==> config.mk <==
export PLATFORM = sky130hd
export DESIGN_NAME = password_entry
export DESIGN_NICKNAME = d
export VERILOG_FILES = /design/src/rtl/parking_pkg.sv /design/src/rtl/button_debounce.sv /design/src/rtl/password_entry.sv
export SDC_FILE = /design/constraint.sdc
export NUM_CORES = 1
export LEC_CHECK = 0
export ABC_AREA = 1
export CAP_MARGIN = 5
export CORE_MARGIN = 3
export CORE_UTILIZATION = 50
export DETAILED_ROUTE_END_ITERATION = 12
export PLACE_DENSITY = 0.68
export SYNTH_ARGS = -nofsm -noshare
export SYNTH_HDL_FRONTEND = slang
export SYNTH_SLANG_ARGS = --single-unit
==> constraint.sdc <==
create_clock -name clk -period 1.98 [get_ports clk]
set_clock_uncertainty 0.15 [all_clocks]
set_input_delay 0.396 -clock clk [delete_from_list [all_inputs] [get_ports clk]]
set_output_delay 0.396 -clock clk [all_outputs]
set_load 0.1 [all_outputs]
==> src/rtl/parking_pkg.sv <==
// Shared constants and types for the parking controller: password width,
// entry FSM encoding, debounce length and the downstream pass table.
package parking_pkg;

  localparam int unsigned CODE_BITS       = 4;
  localparam int unsigned DEBOUNCE_CYCLES = 1_000_000;
  localparam int unsigned CAPACITY        = 8;

  // Pass table consumed by the downstream controller
  localparam logic [CODE_BITS-1:0] pass1 = 4'b1100;
  localparam logic [CODE_BITS-1:0] pass2 = 4'b1010;
  localparam logic [CODE_BITS-1:0] pass3 = 4'b0101;
  localparam logic [CODE_BITS-1:0] pass4 = 4'b0011;

  typedef enum logic [1:0] {
    IDLE    = 2'd0,
    COLLECT = 2'd1,
    DONE    = 2'd2
  } entry_state_e;

endpackage

==> src/rtl/button_debounce.sv <==
// One raw pushbutton: 2-FF synchroniser, debounce counter and a single-cycle
// pulse on each rising edge of the debounced level.
module button_debounce #(
  parameter int unsigned DEBOUNCE_CYCLES = parking_pkg::DEBOUNCE_CYCLES
) (
  input  logic clk,
  input  logic reset_n,
  input  logic btn,
  output logic press
);

  localparam int unsigned CNT_W = (DEBOUNCE_CYCLES > 1) ? $clog2(DEBOUNCE_CYCLES) : 1;
  localparam logic [CNT_W-1:0] CNT_LAST = CNT_W'(DEBOUNCE_CYCLES - 1);

  logic [1:0]       sync_q;
  logic [CNT_W-1:0] cnt_q;
  logic             stable_q;
  logic             stable_d_q;

  // Bring the asynchronous button into the clk domain
  always_ff @(posedge clk or negedge reset_n) begin
    if (!reset_n) sync_q <= 2'b00;
    else          sync_q <= {sync_q[0], btn};
  end

  // Accept a new level only after DEBOUNCE_CYCLES consecutive mismatching samples
  always_ff @(posedge clk or negedge reset_n) begin
    if (!reset_n) begin
      cnt_q    <= '0;
      stable_q <= 1'b0;
    end else if (sync_q[1] == stable_q) begin
      cnt_q <= '0;
    end else if (cnt_q == CNT_LAST) begin
      cnt_q    <= '0;
      stable_q <= sync_q[1];
    end else begin
      cnt_q <= cnt_q + CNT_W'(1);
    end
  end

  // Rising edge of the debounced level becomes a one-cycle press pulse
  always_ff @(posedge clk or negedge reset_n) begin
    if (!reset_n) begin
      stable_d_q <= 1'b0;
      press      <= 1'b0;
    end else begin
      stable_d_q <= stable_q;
      press      <= stable_q & ~stable_d_q;
    end
  end

endmodule

==> src/rtl/password_entry.sv <==
// Password entry front-end: debounces two pushbuttons, shifts one bit per
// clean press MSB-first and strobes code_valid when CODE_BITS bits are in.
// Optional build macro PASSWORD_TIMEOUT_EN adds an idle timeout that drops
// a partial entry after TIMEOUT_CYCLES cycles without an accepted press.
module password_entry #(
  parameter int unsigned CODE_BITS       = parking_pkg::CODE_BITS,
  parameter int unsigned DEBOUNCE_CYCLES = parking_pkg::DEBOUNCE_CYCLES,
  parameter int unsigned TIMEOUT_CYCLES  = 500_000_000
) (
  input  logic                               clk,
  input  logic                               reset_n,
  input  logic                               enable,
  input  logic                               pushbutton_0,
  input  logic                               pushbutton_1,
  output logic [CODE_BITS-1:0]               code,
  output logic                               code_valid,
  output logic [$clog2(CODE_BITS+1)-1:0]     digit_count,
  output logic                               busy,
  output logic                               entry_abort
);

  import parking_pkg::*;

  localparam int unsigned CNT_W = $clog2(CODE_BITS + 1);
  localparam logic [CNT_W-1:0] LAST_DIGIT = CNT_W'(CODE_BITS - 1);

  entry_state_e         state_q, state_n;
  logic [CODE_BITS-1:0] shreg_q, shreg_n, code_n;
  logic [CNT_W-1:0]     count_n;
  logic                 valid_n, abort_n;
  logic                 press0, press1;
  logic                 one_press_c, both_press_c, timeout_hit_c;

  button_debounce #(.DEBOUNCE_CYCLES(DEBOUNCE_CYCLES)) u_deb0 (
    .clk     (clk),
    .reset_n (reset_n),
    .btn     (pushbutton_0),
    .press   (press0)
  );

  button_debounce #(.DEBOUNCE_CYCLES(DEBOUNCE_CYCLES)) u_deb1 (
    .clk     (clk),
    .reset_n (reset_n),
    .btn     (pushbutton_1),
    .press   (press1)
  );

  assign one_press_c  = press0 ^ press1;
  assign both_press_c = press0 & press1;

`ifdef PASSWORD_TIMEOUT_EN
  localparam int unsigned TMR_W = (TIMEOUT_CYCLES > 1) ? $clog2(TIMEOUT_CYCLES) : 1;
  localparam logic [TMR_W-1:0] TMR_LAST = TMR_W'(TIMEOUT_CYCLES - 1);

  logic [TMR_W-1:0] timer_q;

  // Idle timer runs only while a partial entry is pending; any press restarts it
  always_ff @(posedge clk or negedge reset_n) begin
    if (!reset_n)                                                          timer_q <= '0;
    else if (state_q != COLLECT || !busy || one_press_c || timeout_hit_c) timer_q <= '0;
    else                                                                   timer_q <= timer_q + TMR_W'(1);
  end

  assign timeout_hit_c = (state_q == COLLECT) && busy && (timer_q == TMR_LAST);
`else
  logic unused_timeout_cfg;
  assign unused_timeout_cfg = |32'(TIMEOUT_CYCLES);
  assign timeout_hit_c      = 1'b0;
`endif

  // State and all registered outputs
  always_ff @(posedge clk or negedge reset_n) begin
    if (!reset_n) begin
      state_q     <= IDLE;
      shreg_q     <= '0;
      code        <= '0;
      code_valid  <= 1'b0;
      digit_count <= '0;
      busy        <= 1'b0;
      entry_abort <= 1'b0;
    end else begin
      state_q     <= state_n;
      shreg_q     <= shreg_n;
      code        <= code_n;
      code_valid  <= valid_n;
      digit_count <= count_n;
      busy        <= (count_n != '0);
      entry_abort <= abort_n;
    end
  end

  // Entry sequencing: collect bits, complete, or discard a partial entry
  always_comb begin
    state_n = state_q;
    shreg_n = shreg_q;
    count_n = digit_count;
    code_n  = code;
    valid_n = 1'b0;
    abort_n = 1'b0;

    case (state_q)
      IDLE: begin
        shreg_n = '0;
        count_n = '0;
        if (enable) state_n = COLLECT;
      end

      COLLECT: begin
        if (!enable) begin
          abort_n = (digit_count != '0);
          shreg_n = '0;
          count_n = '0;
          state_n = IDLE;
        end else if (both_press_c) begin
          abort_n = (digit_count != '0);
          shreg_n = '0;
          count_n = '0;
        end else if (one_press_c) begin
          shreg_n = {shreg_q[CODE_BITS-2:0], press1};
          count_n = digit_count + CNT_W'(1);
          if (digit_count == LAST_DIGIT) begin
            code_n  = shreg_n;
            valid_n = 1'b1;
            state_n = DONE;
          end
        end else if (timeout_hit_c) begin
          abort_n = 1'b1;
          shreg_n = '0;
          count_n = '0;
        end
      end

      DONE: begin
        shreg_n = '0;
        count_n = '0;
        state_n = enable ? COLLECT : IDLE;
      end

      default: begin
        shreg_n = '0;
        count_n = '0;
        state_n = IDLE;
      end
    endcase
  end

endmodule

==> impl_metrics.env <==
export IMPL_run_status="complete, no violations"
export IMPL_post_route_period_util=0.8252
export IMPL_place_ws_ns=0.3182
export IMPL_cts_buffers=9
export IMPL_die_w_um=86.73
export IMPL_crit_buf_inv=0
export IMPL_post_dp_cell_area_um2=3606
export IMPL_setup_worst_path_class="reg2reg"
export IMPL_slowest_stage="dfrtp_1"
export IMPL_path_clk_slew_ns=0.07
export IMPL_worstPathRequired_ns=2.05
export IMPL_final_cell_mix="nor2_1 (91), nand2_1 (73), dfrtp_1 (63), inv_1 (49), nand3_1 (29)"
export IMPL_grt_first_pass_wirelength_um=11070
export IMPL_powerDensity_nw_per_um2=690.8
export IMPL_arrival_ns=1.71
export IMPL_via_per_inst=4.909
export IMPL_start_util=0.5314
export IMPL_grt_ovfl_total=0
export IMPL_setup_violations=0
export IMPL_rsz0062_at_grt="no"
export IMPL_cts_setup_buffers=0
export IMPL_max_freq_mhz=612.0
export IMPL_root_buffer="clkbuf_8"
export IMPL_fin_nets=437
export IMPL_fillers=519
export IMPL_ios=15
export IMPL_synth_top_area_frac=0.4992
export IMPL_tightest_slew_ns=0.4028
export IMPL_synthXorXnorAreaFrac=0.06375
export IMPL_dr_first_iter_drc_count=113
export IMPL_holdBufCountCts=1
export IMPL_drc=0
export IMPL_fin_crit_ns=1.634
export IMPL_fin_hold_ws_ns=0.2037
export IMPL_antenna_found_initial=0
export IMPL_synth_fa_ha_area_frac=0.02688
export IMPL_grtUsageTotal=0.1892
export IMPL_setup_ws_ns=0.3460
export IMPL_endpoint_kind="flip-flop"
export IMPL_final_area_um2=3826
export IMPL_dr_pass1_iters=5
export IMPL_worstPathCellList="ha_1 -> nand3_1 -> nor2_2 -> nand3_2 -> nand2_2 -> nor2_1"
export IMPL_cts_resized=0
export IMPL_drt_wl_total_um=6041
export IMPL_hold_class="reg2reg"
export IMPL_ys_seq_area_frac=0.4992
export IMPL_setup_tns_ns=0
export IMPL_core_um2=6131
export IMPL_port_buffer_count=14
export IMPL_cts_buffer_depth=2
export IMPL_layout_drive_gt1_share=0.1395
export IMPL_clk_latency_ns=0.34
export IMPL_rows=28
export IMPL_synth_area_um2=3258
export IMPL_cpLargestDelayFamily="simple AND/OR/NAND/NOR gates"
export IMPL_yosys_area_share_simple=0.3134
export IMPL_multi_input_area_um2=1421
export IMPL_ys_seq_elements=65
export IMPL_wl_per_cell_um=11.96
export IMPL_gp_congestion=0.8859
export IMPL_layout_commonest_cell="nor2_1"
export IMPL_synth_warnings=0
export IMPL_cpPeakStageDelay_ns=0.37
export IMPL_peakVddDrop_mv=0.6871
export IMPL_cap_violations=0
export IMPL_tritoncts="yes"
export IMPL_post_dp_hpwl_um=4404
export IMPL_htreeDepth=3
export IMPL_hold_viol=0
export IMPL_slew_headroom=0.7312
export IMPL_synth_top_cell_by_area="dfrtp_1"
export IMPL_grt_max_degree=66
export IMPL_drtAntennaViolNets=0
export IMPL_yosys_top_cells_area="dfrtp_1 (50%), nor2_1 (10%), nand2_1 (8.4%)"
export IMPL_worst_setup_path_start_kind="flip-flop"
export IMPL_die_area_um2=7521
export IMPL_n_antenna_cell=0
export IMPL_final_max_slew_viol_count=0
export IMPL_leakage_uw=0.001761
export IMPL_area_growth_pct=17.43
export IMPL_cts_sinks=65
export IMPL_rrSetupSlack_ns=0.35
export IMPL_synth_nets=410
export IMPL_grt_pass1_vias=2540
export IMPL_synth_compound_area_frac=0.02919
export IMPL_layout_area_seq_um2=1629
export IMPL_yosysUniqueCellTypes=27
export IMPL_die_height_um=86.73
export IMPL_synthCells=398
export IMPL_via_count=2479
export IMPL_synth_top_family_by_area="simple AND/OR/NAND/NOR gates"
export IMPL_synth_area_per_cell_um2=8.186
export IMPL_synth_mux_area_frac=0.003072
export IMPL_crit_fanout=8
-- cell type report --
cell class,count,share of cell area
sequential,65,0.4258
multi-input combinational,279,0.3715
timing repair buffer,17,0.07129
inverter,53,0.05199
clock buffer,10,0.03336
tap,75,0.02453
clock inverter,6,0.02158
-- synthesized netlist by cell type --
master and n:
buf_6 1, nand4_1 2, xor2_1 15, nand3_2 3
ha_1 7, o22ai_1 1, o21ai_0 8, nor3b_2 1
xnor2_1 5, nand2_2 7, nor3b_1 1, nand2_1 73
and2_1 2, mux2i_1 1, a21oi_1 6, a31oi_1 1
o21ai_1 1, nor3_1 9, inv_1 49, nor2_2 10
dfrtp_1 65, nor2_1 91, nor2_4 3, nand3_1 29
xor2_2 2, o21a_1 1, inv_2 4
-- sequential cells by signal, summed over array words and instances, names as in the netlist --
signal,count
u_deb0.cnt_q,20
u_deb1.cnt_q,20
code,4
digit_count,3
shreg_q,3
state_q,2
u_deb0.sync_q,2
u_deb1.sync_q,2
busy,1
code_valid,1
entry_abort,1
u_deb0.press,1
u_deb0.stable_d_q,1
u_deb0.stable_q,1
u_deb1.press,1
u_deb1.stable_d_q,1
u_deb1.stable_q,1
-- worst paths after layout --
path	cells past startpoint	to	from
max	6	u_deb0.cnt_q[9]	u_deb0.cnt_q[0]
min	0	u_deb1.sync_q[1]	u_deb1.sync_q[0]
max reg2reg	6	u_deb0.cnt_q[9]	u_deb0.cnt_q[0]
min reg2reg	0	u_deb1.sync_q[1]	u_deb1.sync_q[0]
max in group asynchronous	3	digit_count[1]	reset_n
min in group asynchronous	3	u_deb0.cnt_q[13]	reset_n
-- kinds of logic (layout without fill, tap and decap cells) --
kind of cell,count (synthesis),count (layout)
compound gates,18,18
xor+xnor,22,22
fa+ha+maj,7,7
buf+inv,54,86
flops,65,65
mux,1,1
simple gates,231,231
-- through the flow --
stage | utilization | power, uW | std cells
after global placement | 0.5882 | 1475 | 488
after CTS | 0.6241 | 2683 | 505
after detailed placement | 0.5882 | 1478 | 488
after floorplan | - | 1426 | 398
final | 0.6241 | 2643 | 505
after global routing | 0.6241 | 2766 | 505
-- report_power, final --
| group | total, uW | switching (uW) | internal, uW |
|---|---|---|---|
| sequential | 1360 | 12.4 | 1340 |
| combinational | 93.9 | 64.3 | 29.6 |
| clock | 1190 | 490 | 702 |
-- layer usage --
metal / global-route usage / part of all wire / vias up
met5: 0 / 0 / -
met4: 0.09915 / 0.024 / 0
met3: 0.04848 / 0.036 / 13
met2: 0.3004 / 0.48 / 40
met1: 0.2377 / 0.46 / 1147
li1: - / - / 1279
Note: power is estimated with default switching activity, not from simulation.
